--- src/rtl/pwm_breathe_mc.sv ---
// pwm_breathe_mc: multi-channel LED PWM driver with off / fixed / breathe / blink
// modes. A shared frame counter drives all channels; per-channel configuration
// is written into shadow registers and only becomes active on a frame boundary.
// Optional feature macro: PWM_PHASE_EN staggers the breathe start level per channel.
module pwm_breathe_mc #(
    parameter int CH     = 4,
    parameter int CW     = 13,
    parameter int PERIOD = 7071
) (
    input  logic          sys_clk,
    input  logic          sys_rst_n,
    input  logic          cfg_wr,
    input  logic [3:0]    cfg_ch,
    input  logic [1:0]    cfg_mode,
    input  logic [CW-1:0] cfg_duty,
    output logic [CH-1:0] led,
    output logic          frame_tick
);
    typedef enum logic [1:0] {
        MODE_OFF     = 2'b00,
        MODE_FIXED   = 2'b01,
        MODE_BREATHE = 2'b10,
        MODE_BLINK   = 2'b11
    } mode_t;

    localparam logic [CW-1:0] PER      = CW'(PERIOD);
    localparam logic [CW-1:0] LAST     = CW'(PERIOD - 1);
    localparam logic [CW-1:0] PRE_LAST = CW'(PERIOD - 2);

    logic [CW-1:0] fc_reg;
    logic          tick_reg;

    // Shared frame counter; the tick register is kept aligned with fc == PERIOD-1.
    always_ff @(posedge sys_clk or negedge sys_rst_n) begin
        if (!sys_rst_n) begin
            fc_reg   <= '0;
            tick_reg <= 1'b0;
        end else begin
            fc_reg   <= (fc_reg == LAST) ? '0 : fc_reg + CW'(1);
            tick_reg <= (fc_reg == PRE_LAST);
        end
    end

    assign frame_tick = tick_reg;

    genvar gi;
    generate
        for (gi = 0; gi < CH; gi++) begin : g_ch
`ifdef PWM_PHASE_EN
            localparam logic [CW-1:0] BR_START = CW'((gi * (PERIOD - 1)) / CH);
`else
            localparam logic [CW-1:0] BR_START = '0;
`endif
            mode_t         sh_mode_reg;
            mode_t         act_mode_reg;
            logic [CW-1:0] sh_duty_reg;
            logic [CW-1:0] act_duty_reg;
            logic [CW-1:0] lvl_reg;
            logic [CW-1:0] bcnt_reg;
            logic          dir_down_reg;
            logic          blink_reg;
            logic          led_reg;
            logic          wr_hit;
            logic [CW-1:0] fix_lvl;
            logic [CW-1:0] blink_len;

            assign wr_hit    = cfg_wr && (cfg_ch == 4'(gi));
            assign fix_lvl   = (sh_duty_reg >= PER) ? PER : sh_duty_reg;
            assign blink_len = (act_duty_reg == '0) ? CW'(1) : act_duty_reg;

            // Shadow configuration captured on a matching write strobe.
            always_ff @(posedge sys_clk or negedge sys_rst_n) begin
                if (!sys_rst_n) begin
                    sh_mode_reg <= MODE_OFF;
                    sh_duty_reg <= '0;
                end else if (wr_hit) begin
                    sh_mode_reg <= mode_t'(cfg_mode);
                    sh_duty_reg <= cfg_duty;
                end
            end

            // On each frame boundary: activate the shadow config and step the level.
            always_ff @(posedge sys_clk or negedge sys_rst_n) begin
                if (!sys_rst_n) begin
                    act_mode_reg <= MODE_OFF;
                    act_duty_reg <= '0;
                    lvl_reg      <= '0;
                    bcnt_reg     <= '0;
                    dir_down_reg <= 1'b0;
                    blink_reg    <= 1'b0;
                end else if (tick_reg) begin
                    act_mode_reg <= sh_mode_reg;
                    act_duty_reg <= sh_duty_reg;
                    if (sh_mode_reg != act_mode_reg) begin
                        // Mode change restarts the channel from its start state.
                        dir_down_reg <= 1'b0;
                        blink_reg    <= 1'b0;
                        bcnt_reg     <= '0;
                        case (sh_mode_reg)
                            MODE_OFF:     lvl_reg <= '0;
                            MODE_FIXED:   lvl_reg <= fix_lvl;
                            MODE_BREATHE: lvl_reg <= BR_START;
                            MODE_BLINK:   lvl_reg <= '0;
                        endcase
                    end else begin
                        case (sh_mode_reg)
                            MODE_OFF:   lvl_reg <= '0;
                            MODE_FIXED: lvl_reg <= fix_lvl;
                            MODE_BREATHE: begin
                                if (!dir_down_reg) begin
                                    lvl_reg <= lvl_reg + CW'(1);
                                    if (lvl_reg + CW'(1) == LAST) dir_down_reg <= 1'b1;
                                end else begin
                                    lvl_reg <= lvl_reg - CW'(1);
                                    if (lvl_reg - CW'(1) == '0) dir_down_reg <= 1'b0;
                                end
                            end
                            MODE_BLINK: begin
                                if (bcnt_reg + CW'(1) >= blink_len) begin
                                    bcnt_reg  <= '0;
                                    blink_reg <= ~blink_reg;
                                    lvl_reg   <= blink_reg ? '0 : PER;
                                end else begin
                                    bcnt_reg  <= bcnt_reg + CW'(1);
                                end
                            end
                        endcase
                    end
                end
            end

            // Registered PWM compare, one clock behind the frame counter.
            always_ff @(posedge sys_clk or negedge sys_rst_n) begin
                if (!sys_rst_n) begin
                    led_reg <= 1'b0;
                end else begin
                    led_reg <= (fc_reg < lvl_reg);
                end
            end

            assign led[gi] = led_reg;
        end
    endgenerate
endmodule
--- config.mk ---
export PLATFORM = sky130hd
export DESIGN_NAME = pwm_breathe_mc
export DESIGN_NICKNAME = d
export VERILOG_FILES = /design/src/rtl/pwm_breathe_mc.sv
export SDC_FILE = /design/constraint.sdc
export NUM_CORES = 1
export LEC_CHECK = 0
export BUFFER_PORTS_ARGS = -buffer_cell sky130_fd_sc_hd__buf_4
export CORE_ASPECT_RATIO = 1.4
export CORE_UTILIZATION = 69
export CTS_BUF_LIST = sky130_fd_sc_hd__clkbuf_4 sky130_fd_sc_hd__clkbuf_8 sky130_fd_sc_hd__clkbuf_16
export CTS_CLUSTER_DIAMETER = 60
export DETAILED_ROUTE_END_ITERATION = 10
export PLACE_DENSITY = 0.95
export REMOVE_ABC_BUFFERS = 1
export SYNTH_ARGS = -nofsm -noshare
export SYNTH_HDL_FRONTEND = slang
export SYNTH_SLANG_ARGS = --single-unit
--- constraint.sdc ---
create_clock -name sys_clk -period 6.27 [get_ports sys_clk]
set_input_delay 0.3135 -clock sys_clk [delete_from_list [all_inputs] [get_ports sys_clk]]
set_output_delay 0.3135 -clock sys_clk [all_outputs]
set_load 0.02 [all_outputs]
## Yosys cells after proc, flatten, opt, wreduce, memory -nomap -nowiden

Cells that the tools add are included.

- Reduce and logical (&&, ||, !) cells: 49
- Muxes and demuxes: 77
- Shift-type cells: 0
- Bitwise gates (word level): 4
- Order comparisons: 12
- Divide/modulo/power cells: 0
- $add $sub $neg: 13
- Equal/unequal tests: 29
- Multipliers: 0

Operator list:

| kind | count |
|---|---|
| two-way mux 13 bit | 37 |
| case mux 13 bit (4 select lines) | 4 |
| adder 13 x 1 -> 13 bit (second input constant) | 9 |
| logical NOT 13 bit | 8 |
| case mux 13 bit (2 select lines) | 4 |
| == test 13 bit (second input constant) | 6 |
| greater-or-equal comparator 13 bit | 4 |
| greater-or-equal comparator 13 bit (second input constant) | 4 |
| < comparator 13 bit | 4 |
| subtractor 13 x 1 -> 13 bit (second input constant) | 4 |
| two-way mux 1 bit | 32 |
| AND reduction 2 bit | 12 |
| nonzero test 2 bit | 12 |
| == test 2 bit (second input constant) | 8 |
| inequality test 3 bit (second input constant) | 4 |
| AND reduction 3 bit | 4 |
| OR reduction 3 bit | 4 |
| == test 2 x 1 -> 1 bit (second input constant) | 4 |
| == test 4 x 2 -> 1 bit (second input constant) | 2 |
| logical NOT 2 bit | 4 |
| inequality test 2 bit | 4 |
| == test 4 x 1 -> 1 bit (second input constant) | 1 |
| logical AND 1 bit | 4 |
| logical NOT 4 bit | 1 |
| NOT 1 bit | 4 |

- Memories kept: 0
- Register bits: 250
- Output and inout port bits: 5
- Bits in read-only memories: 0
- Memory bits (writable): 0
- Bits in latches: 0
- Logic and storage cells: 222

## Depth between registers and ports, before layout

Gate-level depths: netlist of run 1.

- Word-level depth: 6
- Gate-level depth with buffers: 15

## Worst setup path after synthesis of run 1

OpenSTA, ideal clock, no wires.

- Kind: register -> register
- Start point: register g_ch[1].bcnt_reg[0]
- End point: register g_ch[1].lvl_reg[3]
- Stages on the path, launching flop included: 15
- Path slack: 2.835 ns
- Buffers on the path: 1
- Clock period less this slack: 3.435 ns
- Arrival time: 3.352 ns
- Cells stage by stage: dfrtp_1 ha_1 and3_1 and3_1 and3_1 nand3_1 xnor2_1 ha_1 nand4_1 or4_1 o21ai_1 o21a_1 clkbuf_1 o21ai_0 o21ai_0

- Longest elaborated chain between the ends: 4

RTL lines:

| what | RTL line | text |
|---|---|---|
| start: declaration | 59 | `logic [CW-1:0] bcnt_reg;` |
| start signal: assignment | 124 | `bcnt_reg <= bcnt_reg + CW'(1);` |
| adder 13 x 1 -> 13 bit | 119 | `if (bcnt_reg + CW'(1) >= blink_len) begin` |
| greater-or-equal comparator 13 bit | 119 |  |
| inequality test 3 bit (no line) | - |  |
| AND reduction 2 bit (no line) | - |  |
| end signal: assignment | 111 | `lvl_reg <= lvl_reg + CW'(1);` |
| end signal: assignment | 114 | `lvl_reg <= lvl_reg - CW'(1);` |
| end signal: assignment | 122 | `lvl_reg <= blink_reg ? '0 : PER;` |
| end: declaration | 58 | `logic [CW-1:0] lvl_reg;` |

Every way passes these cells.
A chain may end at the register's enable or synchronous reset.

## Worst setup path in the final report of run 1

- Start point: register g_ch[1].bcnt_reg[2]
- End point: register g_ch[1].lvl_reg[10]

The elaborated chain is that of the path after synthesis.

==> run summary, run 1 <==
The initial antenna violation count came out at 1. The sequential cell area fraction in the yosys report came out at 37.2%. Using the TritonRoute via totals, the vias-per-cell ratio works out to 6.83. Yosys printed 0 warnings.

The initial detailed-routing violation count is 1377. The core outline area is 24000 um2. The sum of internal, switching and leakage power came out at 0.00403 W. Setup repair after global routing left no endpoint under its margin. The synthesized netlist devotes 19.2% of its cell area to simple gates.

The number of synthesized flops with an enable pin came out at 0. The number of setup buffers added after CTS is 0. The path depth of the worst reg2reg path came out at 12. Buffers inserted during clock tree synthesis total 26.

The die covers 25000 um2. After synthesis, the netlist uses 72 different library cells. The arrival time of the worst setup path is 4.65 ns. The number of global-route vias before repair came to 15100. The worst hold path passes through 2 cells. The total overflow reported by the global router came out at 0.

The ratio of final minimum period to clock period is 67.2%. The row count came out at 67. The final number of max-transition violations is 0. The worst register-to-register path has a setup slack of 2.05 ns. The number of sinks driven by the clock tree came out at 250. The area overhead of the layout relative to synthesis is 7.51%. The first-pass GRT wire length is 77100 um. Dividing total power by cell area gives a power density of 223 nW/um2. The clock period minus final worst setup slack came out at 4.22 ns. The tree is rooted in a sky130_fd_sc_hd__clkbuf_16.

The adder and majority cell fraction of the synthesized area is 9.15%. The critical path endpoint category is a flip-flop. The estimated wirelength of the detail-placed design came out at 32600 um. The overall fraction of global-route tracks in use came out at 38.5%. Buffers placed on the I/O ports in this run total 26.

The synthesized-area fraction occupied by xor and xnor cells came out at 4.94%. The weighted congestion reported at the end of routability-driven placement came out at 0.949. The DRC violations left came out at 0.

Setup violations remaining at the end of the flow were counted as 0. The final layout contains 2062 nets. Summed over all failing endpoints, the final setup total negative slack is 0 ns. The area taken by flip-flops and latches came out at 6260 um2. The die width is 134 um. The floorplan step set the die height to 187 um. The post-cts gate resize count came out at 0.

The initial core utilization is 70.2%. In this run the cell area of the synthesized design comes to 16800 um2. The number of maximum-capacitance constraint violations came out at 0. For this run, the share of the core covered by cells in the final layout is 75.5%. After clock tree synthesis, the flow added hold-fix buffers numbering 1. The required time at the worst-slack endpoint came out at 6.70 ns. The clock reaches the later pin of the worst-skew pair after 0.57 ns. The maximum count of clock buffers along a single path came out at 3.

By area, the combinational part of the netlist is dominated by simple AND/OR/NAND/NOR gates. The post-detailed-route count of antenna-violating nets came out at 0. TritonCTS built the clock tree. The maximum fanout count along the critical path came out at 16. The post-synthesis average cell area is 8.65 um2. The routed via count came out at 15300.

The final-layout fill cell count came out at 1565. VDD sags by at most 0.301 mV. The hold violation total from the final report came to 0. Leaving out fill and tap cells, the most frequent cell in the layout is sky130_fd_sc_hd__dfrtp_1. The worst hold path terminates at g_ch[1].sh_duty_reg[3]$_DFFE_PN0P_. The first TritonRoute pass finished after 7 iterations. The pin slew with the least headroom to its limit is 1.24 ns.

The synthesized instance count came out at 1946. The level count of the clock H-tree came out at 1. Of the cells placed in the final design, the portion with a size suffix greater than 1 is 9.25%. In the layout the commonest cells are sky130_fd_sc_hd__dfrtp_1 (249), sky130_fd_sc_hd__o21ai_0 (220), sky130_fd_sc_hd__nand2_1 (189). Summing the areas of all compound-gate instances in the mapped netlist gives 19.0% of the synthesized area.

In the final routed layout, each cell accounts on average for 21.1 um. Synthesis inferred 250 register bits. The share of synthesized flip-flops with an asynchronous set or reset is 100%. For this run, the leading register cell type out of synthesis is sky130_fd_sc_hd__dfrtp_1. The startpoint identified for the worst hold timing path is cfg_duty[3]. The top achievable clock speed is 237 MHz. The cell leakage power is 7.88 nW. The worst register-to-register path ends at g_ch[1].lvl_reg[10]$_DFFE_PN0P_.

The critical path is of the flip-flop to flip-flop type. The min-delay analysis places its worst path in the category input port to flip-flop. In the final layout, the multi-input gates occupy 9740 um2. The fraction of synthesized area in multiplexers is 5.52%. The clock skew after layout is 0.0321 ns.

The total wire length after detailed routing came out at 47400 um. The top-level I/O count came out at 27. The run finished with clean final reports. The pin count of the biggest net entering global routing came out at 141. The worst max-slew margin expressed relative to the limit came out at 17.2%. The clock input transition at the sequential cells of the worst setup and hold paths is 0.07 ns.

The startpoint type of the worst setup path is a flip-flop. The startpoint identified for the worst register-to-register timing path is g_ch[1].bcnt_reg[2]$_DFFE_PN0P_.
[cell families after synthesis]
logic type / after synthesis
simple gates: 662
compound gates: 519
flops: 250
buf+inv: 214
fa+ha+maj: 123
xor+xnor: 95
mux: 83
[synthesized netlist by cell type (6+ instances only)]
cell	number	share of area [%]
sky130_fd_sc_hd__a211oi_1	11	0.49
sky130_fd_sc_hd__xor2_1	31	1.6
sky130_fd_sc_hd__a21o_1	21	0.94
sky130_fd_sc_hd__nor2b_1	41	1.5
sky130_fd_sc_hd__a22o_1	19	0.99
sky130_fd_sc_hd__mux2_2	78	5.2
sky130_fd_sc_hd__a31o_2	8	0.42
sky130_fd_sc_hd__nor3_1	57	1.7
sky130_fd_sc_hd__or4_1	6	0.27
sky130_fd_sc_hd__a32oi_1	6	0.31
sky130_fd_sc_hd__o32a_1	6	0.36
sky130_fd_sc_hd__and3_1	38	1.4
sky130_fd_sc_hd__nand4_1	30	1.1
sky130_fd_sc_hd__nand3_1	73	2.2
sky130_fd_sc_hd__nand2b_1	20	0.74
sky130_fd_sc_hd__nand2_1	189	4.2
sky130_fd_sc_hd__a2111oi_0	7	0.36
sky130_fd_sc_hd__o31ai_1	19	0.85
sky130_fd_sc_hd__xnor2_1	64	3.3
sky130_fd_sc_hd__a31oi_1	30	1.1
sky130_fd_sc_hd__nor2_1	133	3.0
sky130_fd_sc_hd__and2_1	16	0.59
sky130_fd_sc_hd__o21a_1	12	0.54
sky130_fd_sc_hd__nand3b_1	6	0.27
sky130_fd_sc_hd__ha_1	123	9.1
sky130_fd_sc_hd__nor4_1	29	1.1
sky130_fd_sc_hd__dfrtp_1	250	37
sky130_fd_sc_hd__a22oi_1	7	0.31
sky130_fd_sc_hd__buf_1	7	0.16
sky130_fd_sc_hd__o21ai_0	220	6.5
sky130_fd_sc_hd__inv_1	122	2.7
sky130_fd_sc_hd__o22ai_1	11	0.41
sky130_fd_sc_hd__buf_4	6	0.27
sky130_fd_sc_hd__and4_1	9	0.47
sky130_fd_sc_hd__o21ai_1	7	0.21
sky130_fd_sc_hd__clkbuf_1	69	1.5
sky130_fd_sc_hd__a21oi_1	85	2.5
sky130_fd_sc_hd__buf_2	8	0.24
[worst max path at each step]
stage | startpoint | to | slack, ns
floorplan | frame_tick$_DFF_PN0_ | g_ch[1].bcnt_reg[5]$_DFFE_PN0P_ | 2.38
global placement | g_ch[1].bcnt_reg[0]$_DFFE_PN0P_ | g_ch[1].lvl_reg[8]$_DFFE_PN0P_ | 2.45
detailed placement | g_ch[1].bcnt_reg[0]$_DFFE_PN0P_ | g_ch[1].lvl_reg[10]$_DFFE_PN0P_ | 2.24
CTS | g_ch[1].bcnt_reg[0]$_DFFE_PN0P_ | g_ch[1].lvl_reg[10]$_DFFE_PN0P_ | 2.15
global route | g_ch[1].bcnt_reg[2]$_DFFE_PN0P_ | g_ch[1].lvl_reg[10]$_DFFE_PN0P_ | 1.81
finish | g_ch[1].bcnt_reg[2]$_DFFE_PN0P_ | g_ch[1].lvl_reg[10]$_DFFE_PN0P_ | 2.05
[metal layers]
layer / up-vias / global-route usage [%] / routed length, um
met5: - / 0 / 0
met2: 795 / 65.1 / 23400
met4: 0 / 24.5 / 3430
li1: 6915 / - / -
met1: 7369 / 45.3 / 17000
met3: 267 / 6.00 / 3530
[through the flow]
step / setup slack [ns] / std cells / area [um2] / hold slack, ns
final: 2.05 / 2247 / 18100 / 0.0400
after global routing: 1.81 / 2246 / 18100 / 0.0345
after CTS: 2.15 / 2246 / 18100 / 0.0311
after detailed placement: 2.24 / 2198 / 17100 / 0.435
after global placement: 2.45 / 2198 / 17100 / 0.432
after floorplan: 2.38 / 1855 / 16400 / 0.0179
[area by class of cell]
class	instances	share of cell area, %
Clock buffer	33	3.99
Tap cell	310	2.14
Clock inverter	14	1.33
Antenna cell	1	0.0138
Timing Repair Buffer	34	1.54
Multi-Input combinational cell	1482	53.8
Sequential cell	250	34.6
Inverter	123	2.55
[report_power, final]
| part | internal [W] | switching [W] |
|---|---|---|
| Clock | 0.00103 | 0.000699 |
| Sequential | 0.00170 | 0.000198 |
| Combinational | 0.000176 | 0.000228 |
| Total | 0.00291 | 0.00113 |
[critical path, cell delays in order, from the launching register on]
cell and delay (ns):
sky130_fd_sc_hd__dfrtp_1 0.43, sky130_fd_sc_hd__nand3_1 0.20, sky130_fd_sc_hd__nor2_1 0.47, sky130_fd_sc_hd__nand3_1 0.32
sky130_fd_sc_hd__xnor2_1 0.48, sky130_fd_sc_hd__ha_1 0.22, sky130_fd_sc_hd__nand4_1 0.13, sky130_fd_sc_hd__or4_1 0.52
sky130_fd_sc_hd__o21ai_1 0.16, sky130_fd_sc_hd__buf_4 0.24, sky130_fd_sc_hd__o21a_1 0.42, sky130_fd_sc_hd__o21ai_0 0.22
sky130_fd_sc_hd__a22o_1 0.28
No activity file was read; power rests on OpenSTA's default activity.
==> run 2, diff against run 1 <==
--- a/config.mk
+++ b/config.mk
@@ -5,13 +5,14 @@
 export SDC_FILE = /design/constraint.sdc
 export NUM_CORES = 1
 export LEC_CHECK = 0
+export ABC_AREA = 1
 export BUFFER_PORTS_ARGS = -buffer_cell sky130_fd_sc_hd__buf_4
 export CORE_ASPECT_RATIO = 1.4
-export CORE_UTILIZATION = 69
+export CORE_UTILIZATION = 58
 export CTS_BUF_LIST = sky130_fd_sc_hd__clkbuf_4 sky130_fd_sc_hd__clkbuf_8 sky130_fd_sc_hd__clkbuf_16
 export CTS_CLUSTER_DIAMETER = 60
 export DETAILED_ROUTE_END_ITERATION = 10
-export PLACE_DENSITY = 0.95
+export PLACE_DENSITY = 0.86
 export REMOVE_ABC_BUFFERS = 1
 export SYNTH_ARGS = -nofsm -noshare
 export SYNTH_HDL_FRONTEND = slang
==> constraint.sdc (replaced) <==
create_clock -name sys_clk -period 3.53 [get_ports sys_clk]
set_input_delay 0.1765 -clock sys_clk [delete_from_list [all_inputs] [get_ports sys_clk]]
set_output_delay 0.1765 -clock sys_clk [all_outputs]
set_load 0.02 [all_outputs]
==> run summary, run 2 <==
The hold slack is 0.0486 ns. The synthesized area came out at 18000 um2. The initial antenna violation count came out at 1.

The ratio of final minimum period to clock period came out at 91.7%. The detailed-router iteration count before antenna repair is 6. The launch point of the worst reg-to-reg path is g_ch[0].bcnt_reg[0]$_DFFE_PN0P_.

Once the floorplan was initialized, standard cells occupied 58.8% of the core. Setup total negative slack on the finished layout was measured at 0 ns. Setup repair after global routing left no endpoint under its margin.

The sum of internal, switching and leakage power came out at 0.00693 W. CTS built an H-tree with a depth of 1. Sorting the synthesized cells by how often they occur yields sky130_fd_sc_hd__nand2_1 (839), sky130_fd_sc_hd__inv_1 (290), sky130_fd_sc_hd__dfrtp_1 (250), sky130_fd_sc_hd__o21ai_0 (245), sky130_fd_sc_hd__nand3_1 (206).

In the final layout, flip-flops and latches occupy 6260 um2. The number of nets in the layout came out at 2711. The worst setup path is captured at a flip-flop.

The clock period minus final worst setup slack is 3.24 ns. Of the post-synthesis cell area, the dominant cell type holds 34.7%. After detailed placement, the total cell area comes to 18200 um2. The number of warnings issued by yosys came out at 0. From synthesis to final layout, the design area changed by 6.79%. Clock-pin slew was measured on the worst setup and hold paths at 0.06 ns. The overall fraction of global-route tracks in use is 32.6%. The top flip-flop cell by instance count after synthesis is sky130_fd_sc_hd__dfrtp_1. The final number of max-transition violations came out at 0. The type of the most critical hold path is input port to flip-flop.

The first global-routing pass estimated 82000 um of wire. The number of setup violations in the final report is 0. The number of clock buffers inserted by TritonCTS is 29.

The worst hold path terminates at g_ch[2].sh_duty_reg[9]$_DFFE_PN0P_. The pin slew with the least headroom to its limit came out at 1.11 ns. The number of setup buffers added after CTS is 0. In the final routed layout, each cell accounts on average for 17.0 um. The fraction of layout cells with a size suffix above 1 came out at 6.42%. The routed via count came out at 17200. The hold violation total from the final report is 0. The estimated wirelength of the detail-placed design came out at 37600 um. The most common library cell in the layout ignoring fill and taps is sky130_fd_sc_hd__nand2_1. The sum of buffers and inverters on the critical path is 2. The number of global-route vias before repair came out at 16900. The most instantiated library cell after synthesis is sky130_fd_sc_hd__nand2_1. The arrival time of the worst setup path is 3.70 ns. The post-synthesis cell type count came out at 57. The core region is 30600 um2. The number of buffer cells added on primary ports came out at 26. The cell type with the highest aggregate area in the netlist is sky130_fd_sc_hd__dfrtp_1. Synthesis produced 2591 cells. The clock skew after layout is 0.0116 ns.

The detail route stage leaves a number of antenna-violating nets equal to 0. The launch point of the worst hold path is cfg_duty[9]. On the critical path, the stage with the largest delay is an instance of sky130_fd_sc_hd__dfrtp_2. The total wire length after detailed routing is 50600 um.

During I/O placement, the number of pins put on the boundary was 27. The number of antenna cells inserted came out at 0. The non-filler instance count after layout is 2976. The die width is 151 um. The maximum count of clock buffers along a single path is 3.

The row count is 76. The worst max-slew margin expressed relative to the limit came out at 25.5%. The floorplan step defined a die boundary enclosing 31800 um2. The top achievable clock speed is 309 MHz. The die is 211 um tall. The total overflow reported by the global router came out at 0. The post-route cell area came out at 19200 um2.

Using the TritonRoute via totals, the vias-per-cell ratio works out to 5.78. The number of synthesized flops with an enable pin is 0. Across the run, the number of max-cap violations was 0. The reg-to-reg setup timing slack came out at 0.29 ns. The cell leakage power is 10.0 nW. The sequential cell area fraction in the yosys report came out at 34.7%.

The final-layout fill cell count came out at 2745. The post-synthesis average cell area is 6.95 um2. The power density relative to cell area is 360 nW/um2. The number of placed instances, taps included is 2924. The flip-flop and latch count after synthesis is 250. The worst hold path passes through 3 cells. The maximum ir drop on the vdd rail is 0.359 mV. The DRC violations left is 0.

The clock network latency to the later pin of the worst-skew pair came out at 0.56 ns. The area of the multi-input gates is 10100 um2. The weighted congestion reported at the end of routability-driven placement came out at 0.944. The capture instance of the worst register-to-register path is g_ch[0].bcnt_reg[0]$_DFFE_PN0P_. In this run the worst path has a maximum fanout of 9.

The required time at the worst-slack endpoint came out at 4.00 ns. The clock drives 250 sinks. The root buffer cell is sky130_fd_sc_hd__clkbuf_16. In this design, the stage delay of the slowest critical-path cell is 0.44 ns. The pin count of the biggest net entering global routing came out at 115. The signal on the critical path passes through ha_1 -> nand2_1 -> nor2_2 -> nand3_1 -> or2_4 -> nor2_4 -> nand3_1 -> xor2_1 -> inv_1 -> ha_1 -> a21oi_1 -> o21ai_0 -> a21oi_1 -> nand4_2 -> inv_1 -> nand2_2 -> o21ai_0. The TritonCTS clock tree is built.

In the layout the commonest cells are sky130_fd_sc_hd__nand2_1 (839), sky130_fd_sc_hd__inv_1 (290), sky130_fd_sc_hd__dfrtp_1 (248). The path depth of the worst reg2reg path came out at 17. For this block, the initial DRC count from the detailed router was 1218. The flow ran to the end, and the final reports show no timing, DRC or antenna violations. The critical path in this run is classified as flip-flop to flip-flop. After synthesis, the cell types taking the most area are sky130_fd_sc_hd__dfrtp_1 (35%), sky130_fd_sc_hd__nand2_1 (17%), sky130_fd_sc_hd__ha_1 (8.5%), sky130_fd_sc_hd__o21ai_0 (6.8%), sky130_fd_sc_hd__inv_1 (6.0%). The critical path's top delay family is simple AND/OR/NAND/NOR gates.

In the synthesized netlist the async set-or-reset flop fraction comes to 100%. STA classifies the critical path startpoint as a flip-flop.
-- run 2: worst max-delay path by stage --
stage | from | to | slack [ns] | depth (start not counted)
after floorplan | frame_tick$_DFF_PN0_ | g_ch[2].blink_reg$_DFFE_PN0P_ | 0.04 | 5
after global placement | g_ch[0].bcnt_reg[0]$_DFFE_PN0P_ | g_ch[0].lvl_reg[10]$_DFFE_PN0P_ | 0.38 | 18
after detailed placement | g_ch[0].bcnt_reg[0]$_DFFE_PN0P_ | g_ch[0].bcnt_reg[5]$_DFFE_PN0P_ | 0.24 | 17
after CTS | g_ch[0].bcnt_reg[0]$_DFFE_PN0P_ | g_ch[0].lvl_reg[5]$_DFFE_PN0P_ | 0.20 | 18
after global routing | g_ch[3].bcnt_reg[0]$_DFFE_PN0P_ | g_ch[3].lvl_reg[1]$_DFFE_PN0P_ | 0.003 | 19
final | g_ch[0].bcnt_reg[0]$_DFFE_PN0P_ | g_ch[0].bcnt_reg[0]$_DFFE_PN0P_ | 0.29 | 17
-- run 2: logic make-up (layout without fill, tap and decap cells) --
kind of cell | Yosys count | count (layout) | synth area share, %
mux | 1 | 1 | 0.0556
buf+inv | 398 | 393 | 9.50
simple gates | 1384 | 1384 | 32.9
flops | 250 | 250 | 34.7
xor+xnor | 59 | 59 | 2.95
fa+ha+maj | 123 | 123 | 8.54
compound gates | 376 | 376 | 11.3
-- run 2: what timing repair did --
action / 4_1_cts / 5_1_grt
endpoints found under the hold margin: 109 / 0
hold buffers: 1 / 0
setup endpoints to repair: 0 / 18
gates resized for setup: 0 / 3
-- run 2: final cells by class --
cell class | instances | area share [%]
Clock buffer | 35 | 4.10
Clock inverter | 16 | 0.923
Timing Repair Buffer | 37 | 1.63
Sequential cell | 250 | 32.5
Multi-Input combinational cell | 1943 | 52.3
Inverter | 305 | 5.98
Tap cell | 390 | 2.54
-- run 2: power by group --
part	switching [W]	leakage, nW	internal (W)	total (W)
sequential	0.000215	3.40	0.00301	0.00322
clock	0.00128	0.460	0.00176	0.00303
combinational	0.000462	6.17	0.000208	0.000670
-- run 2: tightest hold or removal path, cell delays in order --
cell and delay (ns):
sky130_fd_sc_hd__buf_4 0.07, sky130_fd_sc_hd__inv_1 0.13, sky130_fd_sc_hd__o21ai_0 0.19
-- run 2: layer usage --
layer / share of wire [%] / GRT usage, %
met2: 51 / 58.8
met3: 4.7 / 3.33
met4: 5.6 / 19.3
met5: 0 / 0
met1: 39 / 36.5
-- run 2: per-stage QoR --
stage	utilization, %	worst slack (ns)
CTS	62.8	0.199
floorplan	-	0.0398
global placement	59.6	0.377
global route	62.8	0.00282
finish	62.8	0.292
detailed placement	59.6	0.241
